[config.mk]
export PLATFORM = sky130hd
export DESIGN_NAME = imm_gen_pipe_flat
export DESIGN_NICKNAME = d
export VERILOG_FILES = /design/src/rtl/imm_gen_pipe_if.sv /design/src/rtl/imm_gen_pipe.sv /design/src/flat_wrapper.sv
export SDC_FILE = /design/constraint.sdc
export NUM_CORES = 1
export LEC_CHECK = 0
export CORE_MARGIN = 2
export CORE_UTILIZATION = 41
export DETAILED_ROUTE_END_ITERATION = 7
export PLACE_DENSITY = 0.82
export SLEW_MARGIN = 20
export SYNTH_ARGS = -nofsm -noshare
export SYNTH_HDL_FRONTEND = slang
export SYNTH_SLANG_ARGS = --single-unit
export TNS_END_PERCENT = 10
[constraint.sdc]
create_clock -name clk -period 2.4 [get_ports clk]
set_input_delay 0.48 -clock clk [delete_from_list [all_inputs] [get_ports clk]]
set_output_delay 0.48 -clock clk [all_outputs]
set_load 0.05 [all_outputs]
[src/rtl/imm_gen_pipe_if.sv]
// imm_gen_pipe_if: valid/ready bundle for the immediate stage.
// master drives the instruction side and consumer ready; slave is the stage.
interface imm_gen_pipe_if #(
  parameter int XLEN = 64
);
  logic            in_valid;
  logic            in_ready;
  logic [31:0]     in_inst;
  logic            flush;
  logic            out_valid;
  logic            out_ready;
  logic [XLEN-1:0] out_imm;
  logic [2:0]      out_type;
  logic            out_illegal;

  modport master (
    output in_valid, in_inst, flush, out_ready,
    input  in_ready, out_valid, out_imm, out_type, out_illegal
  );

  modport slave (
    input  in_valid, in_inst, flush, out_ready,
    output in_ready, out_valid, out_imm, out_type, out_illegal
  );
endinterface

[src/rtl/imm_gen_pipe.sv]
// imm_gen_pipe: registered RISC-V immediate extraction stage, XLEN 32/64.
// Define RVC_IMM_EN to also decode compressed-instruction immediates.
module imm_gen_pipe #(
  parameter int XLEN = 64
) (
  input  logic          clk,
  input  logic          rst,
  imm_gen_pipe_if.slave bus
);

  if (XLEN != 32 && XLEN != 64) begin : g_xlen_chk
    $fatal(1, "imm_gen_pipe: XLEN must be 32 or 64");
  end

  localparam bit RV64 = (XLEN == 64);

  localparam logic [2:0] T_NONE = 3'd0;
  localparam logic [2:0] T_I    = 3'd1;
  localparam logic [2:0] T_S    = 3'd2;
  localparam logic [2:0] T_B    = 3'd3;
  localparam logic [2:0] T_U    = 3'd4;
  localparam logic [2:0] T_J    = 3'd5;
  localparam logic [2:0] T_SH   = 3'd6;

  logic [31:0] i;
  logic [6:0]  op;
  logic [2:0]  f3;
  logic        sh_f3;

  assign i     = bus.in_inst;
  assign op    = i[6:0];
  assign f3    = i[14:12];
  assign sh_f3 = (f3 == 3'b001) || (f3 == 3'b101);

  logic op_load, op_imm, op_imm32, op_store, op_branch;
  logic op_jalr, op_jal, op_lui, op_auipc, op_none;

  assign op_load   = (op == 7'h03);
  assign op_imm    = (op == 7'h13);
  assign op_imm32  = (op == 7'h1B);
  assign op_store  = (op == 7'h23);
  assign op_branch = (op == 7'h63);
  assign op_jalr   = (op == 7'h67);
  assign op_jal    = (op == 7'h6F);
  assign op_lui    = (op == 7'h37);
  assign op_auipc  = (op == 7'h17);
  assign op_none   = (op == 7'h33) || (op == 7'h73) || (op == 7'h0F);

  logic [XLEN-1:0] imm_i, imm_s, imm_b, imm_u, imm_j;

  assign imm_i = {{(XLEN-11){i[31]}}, i[30:20]};
  assign imm_s = {{(XLEN-11){i[31]}}, i[30:25], i[11:7]};
  assign imm_b = {{(XLEN-12){i[31]}}, i[7], i[30:25], i[11:8], 1'b0};
  assign imm_u = {{(XLEN-31){i[31]}}, i[30:12], 12'b0};
  assign imm_j = {{(XLEN-20){i[31]}}, i[19:12], i[20], i[30:21], 1'b0};

`ifdef RVC_IMM_EN
  logic [15:0]     c;
  logic            cq0, cq1, c_nz;
  logic [2:0]      cf3;
  logic [XLEN-1:0] c_ci, c_16sp, c_lui, c_j, c_b, c_lw;

  assign c    = i[15:0];
  assign cq0  = (c[1:0] == 2'b00);
  assign cq1  = (c[1:0] == 2'b01);
  assign cf3  = c[15:13];
  assign c_nz = |{c[12], c[6:2]};

  assign c_ci   = {{(XLEN-5){c[12]}}, c[6:2]};
  assign c_16sp = {{(XLEN-9){c[12]}}, c[4:3], c[5], c[2], c[6], 4'b0};
  assign c_lui  = {{(XLEN-17){c[12]}}, c[6:2], 12'b0};
  assign c_j    = {{(XLEN-11){c[12]}}, c[8], c[10:9], c[6], c[7],
                   c[2], c[11], c[5:3], 1'b0};
  assign c_b    = {{(XLEN-8){c[12]}}, c[6:5], c[2], c[11:10], c[4:3], 1'b0};
  assign c_lw   = {{(XLEN-7){1'b0}}, c[5], c[12:10], c[6], 2'b0};
`endif

  logic [XLEN-1:0] d_imm;
  logic [2:0]      d_type;
  logic            d_ill;

  always_comb begin
    d_imm  = '0;
    d_type = T_NONE;
    d_ill  = 1'b0;
    if (i[1:0] != 2'b11) begin
`ifdef RVC_IMM_EN
      // compressed forms report the type of their 32-bit expansion
      unique case (1'b1)
        cq0 && cf3 == 3'b010: begin d_type = T_I; d_imm = c_lw; end
        cq0 && cf3 == 3'b110: begin d_type = T_S; d_imm = c_lw; end
        cq1 && (cf3 == 3'b000 || cf3 == 3'b010): begin
          d_type = T_I;
          d_imm  = c_ci;
        end
        cq1 && cf3 == 3'b011 && c[11:7] == 5'd2: begin
          d_type = T_I;
          d_imm  = c_16sp;
          d_ill  = !c_nz;
        end
        cq1 && cf3 == 3'b011 && c[11:7] != 5'd2: begin
          d_type = T_U;
          d_imm  = c_lui;
          d_ill  = !c_nz;
        end
        cq1 && cf3 == 3'b101: begin d_type = T_J; d_imm = c_j; end
        cq1 && cf3[2:1] == 2'b11: begin d_type = T_B; d_imm = c_b; end
        default: d_ill = 1'b1;
      endcase
`else
      d_ill = 1'b1;
`endif
    end else begin
      unique case (1'b1)
        op_load, op_jalr: begin d_type = T_I; d_imm = imm_i; end
        op_imm: begin
          if (sh_f3) begin
            d_type = T_SH;
            d_imm  = RV64 ? XLEN'(i[25:20]) : XLEN'(i[24:20]);
            d_ill  = !RV64 && i[25];
          end else begin
            d_type = T_I;
            d_imm  = imm_i;
          end
        end
        op_imm32: begin
          if (!RV64) begin
            d_ill = 1'b1;
          end else if (sh_f3) begin
            d_type = T_SH;
            d_imm  = XLEN'(i[24:20]);
          end else begin
            d_type = T_I;
            d_imm  = imm_i;
          end
        end
        op_store:         begin d_type = T_S; d_imm = imm_s; end
        op_branch:        begin d_type = T_B; d_imm = imm_b; end
        op_jal:           begin d_type = T_J; d_imm = imm_j; end
        op_lui, op_auipc: begin d_type = T_U; d_imm = imm_u; end
        op_none:          d_ill = 1'b0;
        default:          d_ill = 1'b1;
      endcase
    end
  end

  logic            vld_q;
  logic [XLEN-1:0] imm_q;
  logic [2:0]      type_q;
  logic            ill_q;
  logic            rdy;
  logic            take;

  // flush blocks acceptance so a redirected beat never lands
  assign rdy  = !bus.flush && (!vld_q || bus.out_ready);
  assign take = bus.in_valid && rdy;

  always_ff @(posedge clk or posedge rst) begin
    if (rst) begin
      vld_q  <= 1'b0;
      imm_q  <= '0;
      type_q <= T_NONE;
      ill_q  <= 1'b0;
    end else if (bus.flush) begin
      vld_q <= 1'b0;
    end else if (take) begin
      vld_q  <= 1'b1;
      imm_q  <= d_imm;
      type_q <= d_type;
      ill_q  <= d_ill;
    end else if (bus.out_ready) begin
      vld_q <= 1'b0;
    end
  end

  assign bus.in_ready    = rdy;
  assign bus.out_valid   = vld_q;
  assign bus.out_imm     = imm_q;
  assign bus.out_type    = type_q;
  assign bus.out_illegal = ill_q;

endmodule

[src/flat_wrapper.sv]
// flat-port wrapper written by rule: the top's interface ports become plain ports
module imm_gen_pipe_flat 
#(
  parameter int XLEN = 64
)
  (clk, rst, bus_in_valid, bus_in_inst, bus_flush, bus_out_ready, bus_in_ready, bus_out_valid, bus_out_imm, bus_out_type, bus_out_illegal);
  imm_gen_pipe_if #(.XLEN(XLEN)) bus_i ();
  input  logic clk;
  input  logic rst;
  input wire logic [$bits(bus_i.in_valid)-1:0] bus_in_valid;
  input wire logic [$bits(bus_i.in_inst)-1:0] bus_in_inst;
  input wire logic [$bits(bus_i.flush)-1:0] bus_flush;
  input wire logic [$bits(bus_i.out_ready)-1:0] bus_out_ready;
  output wire logic [$bits(bus_i.in_ready)-1:0] bus_in_ready;
  output wire logic [$bits(bus_i.out_valid)-1:0] bus_out_valid;
  output wire logic [$bits(bus_i.out_imm)-1:0] bus_out_imm;
  output wire logic [$bits(bus_i.out_type)-1:0] bus_out_type;
  output wire logic [$bits(bus_i.out_illegal)-1:0] bus_out_illegal;
  assign bus_i.in_valid = bus_in_valid;
  assign bus_i.in_inst = bus_in_inst;
  assign bus_i.flush = bus_flush;
  assign bus_i.out_ready = bus_out_ready;
  assign bus_in_ready = bus_i.in_ready;
  assign bus_out_valid = bus_i.out_valid;
  assign bus_out_imm = bus_i.out_imm;
  assign bus_out_type = bus_i.out_type;
  assign bus_out_illegal = bus_i.out_illegal;
  imm_gen_pipe #(.XLEN(XLEN)) u_core (.clk(clk), .rst(rst), .bus(bus_i));
endmodule
==> results of run 1 <==
final timing paths:
check,from,to,slack [ns],depth (start not counted)
max,bus_in_inst[6],u_core.bus.out_imm[29],0.17,7
min,u_core.bus.out_imm[10],u_core.bus.out_imm[10],0.48,2
max reg2reg,u_core.bus.out_valid,u_core.bus.out_imm[15],0.69,6
min reg2reg,u_core.bus.out_imm[10],u_core.bus.out_imm[10],0.48,2
max in group asynchronous,rst,u_core.bus.out_imm[10],1.47,3
min in group asynchronous,rst,u_core.bus.out_imm[1],0.60,3
cells by family (layout without fill, tap and decap cells):
kind of cell / Yosys count / in the layout / synth area share [%]
AOI/OAI and AO/OA: 68 / 68 / 24.5
buffers and inverters: 47 / 137 / 15.5
DFF: 37 / 37 / 43.1
and+or+nand+nor: 80 / 80 / 16.9
sequential cells by signal, summed over array words and instances (netlist names):
name and flops:
u_core.bus.out_imm 32, u_core.bus.out_type 3, u_core.bus.out_illegal 1, u_core.bus.out_valid 1
metal layers:
layer	wire length (um)	GRT usage (%)	vias to the layer above
li1	-	-	972
met2	2650	29.8	113
met3	510	4.98	9
met5	0	0	-
met4	82	6.73	0
met1	2270	25.1	938
final cells by class:
| type | count | share of cell area, % |
|---|---|---|
| clock buffer | 7 | 2.71 |
| timing repair buffer | 127 | 36.4 |
| sequential | 37 | 29.1 |
| multi-input combinational | 148 | 28.0 |
| inverter | 2 | 0.236 |
| tap | 70 | 2.75 |
| clock inverter | 1 | 0.942 |
worst register-to-register path, stage by stage (launching register included):
cell and delay [ns]:
sky130_fd_sc_hd__dfrtp_1 0.40, sky130_fd_sc_hd__nand2b_1 0.09, sky130_fd_sc_hd__nand2_1 0.21, sky130_fd_sc_hd__buf_4 0.28, sky130_fd_sc_hd__nor2_1 0.43, sky130_fd_sc_hd__a22oi_1 0.14
sky130_fd_sc_hd__nand2_1 0.11
through the flow:
stage	util (%)	setup slack, ns	hold slack, ns	power (mW)	std cells
2_1_floorplan	-	0.488	0.546	0.763	232
6_report	62.8	0.166	0.475	1.42	392
3_3_place_gp	60.5	-0.0216	0.455	0.878	384
3_5_place_dp	60.5	-0.0874	0.460	0.881	384
4_1_cts	62.8	0.207	0.475	1.43	392
5_1_grt	62.8	0.0437	0.508	1.48	392
cell usage after synthesis, types with 2 or more instances:
cell type | n | area (um2)
sky130_fd_sc_hd__and2_1 | 2 | 12.5
sky130_fd_sc_hd__a21o_1 | 2 | 15.0
sky130_fd_sc_hd__buf_4 | 33 | 248
sky130_fd_sc_hd__a21oi_1 | 4 | 20.0
sky130_fd_sc_hd__nor3_1 | 2 | 10.0
sky130_fd_sc_hd__nor2_1 | 11 | 41.3
sky130_fd_sc_hd__nor2b_1 | 3 | 18.8
sky130_fd_sc_hd__o21ai_2 | 4 | 35.0
sky130_fd_sc_hd__inv_1 | 2 | 7.51
sky130_fd_sc_hd__a22oi_1 | 20 | 150
sky130_fd_sc_hd__and4b_1 | 2 | 20.0
sky130_fd_sc_hd__a31oi_1 | 2 | 12.5
sky130_fd_sc_hd__nand2b_1 | 3 | 18.8
sky130_fd_sc_hd__nand2_1 | 45 | 169
sky130_fd_sc_hd__o21ai_0 | 17 | 85.1
sky130_fd_sc_hd__buf_2 | 2 | 10.0
sky130_fd_sc_hd__buf_6 | 4 | 45.0
sky130_fd_sc_hd__dfrtp_1 | 37 | 926
sky130_fd_sc_hd__clkbuf_1 | 6 | 22.5
sky130_fd_sc_hd__nand3_1 | 7 | 35.0
sky130_fd_sc_hd__a22oi_2 | 4 | 50.1
where the power goes:
| group | total, mW | internal, mW | switching [mW] |
|---|---|---|---|
| Combinational | 0.235 | 0.106 | 0.129 |
| Clock | 0.547 | 0.339 | 0.209 |
| Sequential | 0.635 | 0.631 | 0.00456 |
==> flow_summary.rst, run 1 <==
.. list-table::
   :header-rows: 1

   * - Metric
     - Value
   * - Number of remaining DRC errors
     - 0
   * - Number of flip-flops and latches in the synthesized netlist
     - 37
   * - Filler cell count
     - about 410
   * - Max stage delay cell, worst path
     - sky130_fd_sc_hd__clkdlybuf4s50_1
   * - Highest-count cells in the layout ignoring fill and taps
     - 72 x sky130_fd_sc_hd__clkdlybuf4s50_1, 53 x sky130_fd_sc_hd__buf_4, 45 x sky130_fd_sc_hd__nand2_1, 37 x sky130_fd_sc_hd__dfrtp_1, 20 x sky130_fd_sc_hd__a22oi_1
   * - Critical path endpoint category
     - flop
   * - Synth unique cells
     - 41
   * - VDD IR-drop max
     - 0.000277 V
   * - Transition time of the tightest slew-check pin
     - 0.642 ns
   * - First-pass GRT wire length
     - 9090 um
   * - Starting utilization of the core area
     - 42.4%
   * - Final GP Congestion
     - 0.912
   * - Combined global-route utilization of all metal layers
     - a little under a fifth
   * - Required time reported for the critical path endpoint
     - about 2.6 ns
   * - Global-route congestion overflow total
     - 0
   * - Detailed Route WL
     - 5510 um
   * - Latest clock arrival within the worst-skew pair
     - 0.28 ns
   * - Area of the core
     - 5070 um2
   * - Critical-path cell list
     - clkdlybuf4s50_1 -> a21boi_0 -> o41a_1 -> o31ai_4 -> buf_4 -> a22oi_1 -> o21ai_0
   * - Largest stage delay on the critical path
     - 0.65 ns
   * - Placement Rows
     - 26
   * - Mapped cell area
     - 2150 um2
   * - Count of flip-flops with a built-in enable after synthesis
     - 0
   * - Buffers on Ports
     - 106
   * - Register area share after synthesis
     - between 40% and 50%
   * - DP Area
     - 3070 um2
   * - Sinks on Clock Net
     - 37
   * - Fraction of layout cells with a size suffix above 1
     - 23.3%
   * - Number of buffers created by CTS
     - 5
   * - Number of search-and-repair iterations in the first detailed-routing pass
     - 4
   * - Final hold violation count
     - 0
   * - Die Wd
     - 76.4 um
   * - Type of the setup path with the least slack
     - primary input to flop
   * - H-tree depth
     - 2
   * - DR WL/cell
     - 14.1 um
   * - CTS root buffer
     - sky130_fd_sc_hd__clkbuf_8
   * - I/O pin count
     - 107
   * - Layout net count
     - 358
   * - Fmax achieved
     - 448 MHz
   * - Clock transition at path regs
     - 0.07 ns
   * - Setup repair after global routing missed its margin
     - false
   * - Maximum capacitance violations
     - 0
   * - Critical path peak fanout
     - 11
   * - Final critical-path share of the clock period
     - 93.1%
   * - Setup-failing EPs final
     - 0
   * - Proportion of synthesized flip-flops having asynchronous set or reset
     - 100%
   * - Diodes inserted
     - 0
   * - Starting DRT DRC Count
     - around 130
   * - Setup TNS
     - 0 ns
   * - Area growth syn-to-layout
     - 48.3%
   * - Sequential Area
     - ~930 um2
   * - Multi-input combinational cell area
     - approximately 890 um2
   * - Number of setup buffers added after CTS
     - 0
   * - Post-Synthesis Mean Instance Area
     - 9.27 um2
   * - Net count after synthesis
     - 269
   * - Worst rel slew slack
     - a little under three fifths
   * - Number of antenna violations at the first check in global routing
     - 0
   * - Total non-filler cell area in the finished layout
     - ~3200 um2
   * - Final slew viol count
     - 0
   * - Crit path launch type
     - primary input
   * - Vias in the first global route
     - 1926
   * - Most frequent standard cell in the layout excluding fill and tap cells
     - sky130_fd_sc_hd__clkdlybuf4s50_1
   * - Leak Pwr
     - roughly 1.4 nW
   * - Outcome
     - finished clean
   * - Number of gates resized after cts
     - 0
   * - Total power divided by cell area
     - 445 nW/um2
   * - Worst setup skew after layout
     - ~0.0074 ns
   * - CTS tree
     - built
   * - Via count normalized by instance count
     - 5.18
   * - Minimum period implied by the final worst setup slack
     - roughly 2.2 ns
   * - Pin count of the biggest net entering global routing
     - 38
   * - Chip height
     - 76.4 um
   * - Top Family by Delay on Critical Path
     - compound AO/OA/AOI/OAI gates
   * - Clock tree buffer depth
     - 2
   * - HPWL Detailed
     - around 4200 um
   * - Synth Instances
     - approximately 230
   * - Die area
     - between 5000 and 6000 um2
   * - Total number of vias
     - 2032
   * - CP arrival
     - 2.44 ns
   * - Type of the worst min-delay path
     - flop to flop
   * - Number of warning messages in the yosys log
     - 0
   * - Post-detailed-route count of antenna-violating nets
     - 0
   * - Post-synth top flop
     - sky130_fd_sc_hd__dfrtp_1
   * - Buffers & Inverters on Critical Path
     - 2
   * - Post-CTS Hold Buffers
     - 0
(Power assumes the default switching activity.)
==> run 2: changes to the inputs <==
--- a/config.mk
+++ b/config.mk
@@ -8,5 +8,5 @@
 export CORE_MARGIN = 2
-export CORE_UTILIZATION = 41
+export CORE_UTILIZATION = 40
 export DETAILED_ROUTE_END_ITERATION = 7
-export PLACE_DENSITY = 0.82
+export PLACE_DENSITY = 0.9
 export SLEW_MARGIN = 20
==> constraint.sdc (replaced) <==
create_clock -name clk -period 2.3 [get_ports clk]
set_input_delay 0.345 -clock clk [delete_from_list [all_inputs] [get_ports clk]]
set_output_delay 0.345 -clock clk [all_outputs]
set_load 0.05 [all_outputs]
==> run 2 against run 1 <==
Effect of this change: design area fell by 1.4%; die area rose by 2.4%; largest cell class unchanged; cell count fell by 0.77%; critical path type unchanged; worst setup slack improved by 0.053 ns; critical endpoint is now u_core.bus.out_imm[24]; highest routed layer unchanged.
==> flow_summary.rst, run 2 (synthesis gave the netlist of run 1 again) <==
.. list-table::
   :header-rows: 1

   * - Metric
     - Value
   * - CTS root buffer
     - sky130_fd_sc_hd__clkbuf_8
   * - I/O pin count
     - 107 (unchanged)
   * - CTS tree
     - built
   * - Setup-failing EPs final
     - 0 (unchanged)
   * - Critical-path cell list
     - clkdlybuf4s50_1 -> a21boi_0 -> o41a_1 -> o31ai_4 -> buf_12 -> a22oi_1 -> o21ai_0
   * - Placement Rows
     - 26 (unchanged)
   * - Die area
     - 5980 um2 (+2.4%)
   * - Maximum capacitance violations
     - 0 (unchanged)
   * - Starting utilization of the core area
     - 41.8% (-0.54 points)
   * - Critical path peak fanout
     - 17 (+6)
   * - Chip height
     - 77.3 um (+1.2%)
   * - Max FFs per register
     - 32 (unchanged)
   * - Critical path endpoint category
     - flop
   * - Fraction of layout cells with a size suffix above 1
     - 22.6% (-0.72 points)
   * - DR WL/cell
     - 14.1 um (+0.44%)
   * - Top Family by Delay on Critical Path
     - compound AO/OA/AOI/OAI gates
   * - Area of the core
     - 5140 um2 (+1.3%)
   * - Post-detailed-route count of antenna-violating nets
     - 0 (unchanged)
   * - Total power divided by cell area
     - 429 nW/um2 (-3.5%)
   * - Number of gates resized after cts
     - 0 (unchanged)
   * - Crit path launch type
     - primary input
   * - Layout net count
     - 356 (-0.56%)
   * - Final GP Congestion
     - 0.872 (-4.3%)
   * - Required time reported for the critical path endpoint
     - 2.49 ns (-0.11 ns)
   * - Transition time of the tightest slew-check pin
     - 0.654 ns (+0.0117 ns)
   * - First-pass GRT wire length
     - 8810 um (-3.0%)
   * - HPWL Detailed
     - 4210 um (-0.89%)
   * - Worst rel slew slack
     - 56.3% (-0.78 points)
   * - Number of buffers created by CTS
     - 5 (unchanged)
   * - Latest clock arrival within the worst-skew pair
     - 0.28 ns (about the same)
   * - Fmax achieved
     - 481 MHz
   * - Total number of vias
     - 1999 (-1.6%)
   * - Area growth syn-to-layout
     - 46.2%
   * - Leak Pwr
     - 1.42 nW (-1.6%)
   * - Number of remaining DRC errors
     - 0 (unchanged)
   * - Final critical-path share of the clock period
     - 90.5%
   * - VDD IR-drop max
     - 0.000254 V (-8.4%)
   * - Clock transition at path regs
     - 0.07 ns (about the same)
   * - Final hold violation count
     - 0 (unchanged)
   * - Pin count of the biggest net entering global routing
     - 38 (unchanged)
   * - Combined global-route utilization of all metal layers
     - 18.3% (-0.60 points)
   * - Type of the worst min-delay path
     - primary input to async pin
   * - Starting DRT DRC Count
     - 56 (-58%)
   * - Number of non-filler instances in the completed layout
     - 389 (-0.77%)
   * - Placed instance count
     - 382 (-0.52%)
   * - Worst setup path start
     - bus_in_inst[6]
   * - Total non-filler cell area in the finished layout
     - 3140 um2 (-1.4%)
   * - Number of setup buffers added after CTS
     - 0 (unchanged)
   * - Clock tree buffer depth
     - 2 (unchanged)
   * - Minimum period implied by the final worst setup slack
     - 2.08 ns
   * - Outcome
     - finished clean
   * - Die Wd
     - 77.3 um (+1.2%)
   * - Setup repair after global routing missed its margin
     - false
   * - Startpoint of the worst-slack reg-to-reg timing path
     - u_core.bus.out_valid
   * - CP arrival
     - 2.27 ns (-0.17 ns)
   * - Largest stage delay on the critical path
     - 0.59 ns (-0.06 ns)
   * - Number of search-and-repair iterations in the first detailed-routing pass
     - 4 (unchanged)
   * - Number of antenna violations at the first check in global routing
     - 0 (unchanged)
   * - Buffers on Ports
     - 106 (unchanged)
   * - Vias in the first global route
     - 1802 (-6.4%)
   * - Via count normalized by instance count
     - 5.14 (-0.87%)
   * - Diodes inserted
     - 0 (unchanged)
   * - Highest-count cells in the layout ignoring fill and taps
     - 72 x sky130_fd_sc_hd__clkdlybuf4s50_1, 51 x sky130_fd_sc_hd__buf_4, 45 x sky130_fd_sc_hd__nand2_1, 37 x sky130_fd_sc_hd__dfrtp_1, 20 x sky130_fd_sc_hd__a22oi_1
   * - Type of the setup path with the least slack
     - primary input to flop
   * - Most frequent standard cell in the layout excluding fill and tap cells
     - sky130_fd_sc_hd__clkdlybuf4s50_1
   * - Post-CTS Hold Buffers
     - 0 (unchanged)
   * - Filler cell count
     - 447 (+8.2%)
   * - Sinks on Clock Net
     - 37 (unchanged)
   * - DP Area
     - 3060 um2 (-0.49%)
   * - Global-route congestion overflow total
     - 0 (unchanged)
   * - H-tree depth
     - 2 (unchanged)
   * - Worst setup skew after layout
     - 0.00466 ns (-0.00274 ns)
   * - Buffers & Inverters on Critical Path
     - 2 (unchanged)
   * - Max stage delay cell, worst path
     - sky130_fd_sc_hd__clkdlybuf4s50_1
   * - Detailed Route WL
     - 5490 um (-0.33%)
   * - Overall power of the completed layout
     - 1.35 mW (-4.9%)
   * - Final slew viol count
     - 0 (unchanged)
## run 2: per-stage QoR
step	setup WS (ns)	hold slack, ns	TNS [ns]	utilization [%]
detailed placement	-0.0829	0.461	-0.272	59.4
finish	0.219	0.473	0	61.1
global route	0.0254	0.503	0	61.1
global placement	0.0229	0.455	0	59.4
floorplan	0.523	0.411	0	-
CTS	0.219	0.475	0	61.1
## run 2: worst paths after layout
| kind | endpoint | slack (ns) | cells past startpoint |
|---|---|---|---|
| max in group asynchronous | u_core.bus.out_imm[8] | 1.50 | 3 |
| min reg2reg | u_core.bus.out_imm[6] | 0.47 | 2 |
| min in group clk | u_core.bus.out_imm[6] | 0.47 | 2 |
| max reg2reg | u_core.bus.out_imm[18] | 0.74 | 6 |
| min | u_core.bus.out_imm[4] | 0.47 | 3 |
| max | u_core.bus.out_imm[24] | 0.22 | 7 |
## run 2: routing by layer
metal  routed length, um  global-route usage, %
met5                   0                      0
met4                  17                   4.29
met3                 393                   3.76
met2                2730                   30.5
met1                2350                   24.4
## run 2: cell type report
cell class,count,area [um2],area share (%)
clock buffer,7,86.3,2.75
inverter,2,7.51,0.239
multi-input combinational,148,891,28.4
sequential,37,926,29.5
tap,70,87.6,2.79
timing repair buffer,125,1140,36.4
## run 2: power by group
group          total (mW)  leakage, nW  internal, mW  switching [mW]
Clock               0.446       0.0443         0.238           0.208
Combinational       0.240        0.864         0.108           0.132
Sequential          0.663        0.510         0.658         0.00464
## run 2: worst min-delay path, delay by kind of cell
kind	cells	cell delay (ns)
buffers and inverters	3	0.83
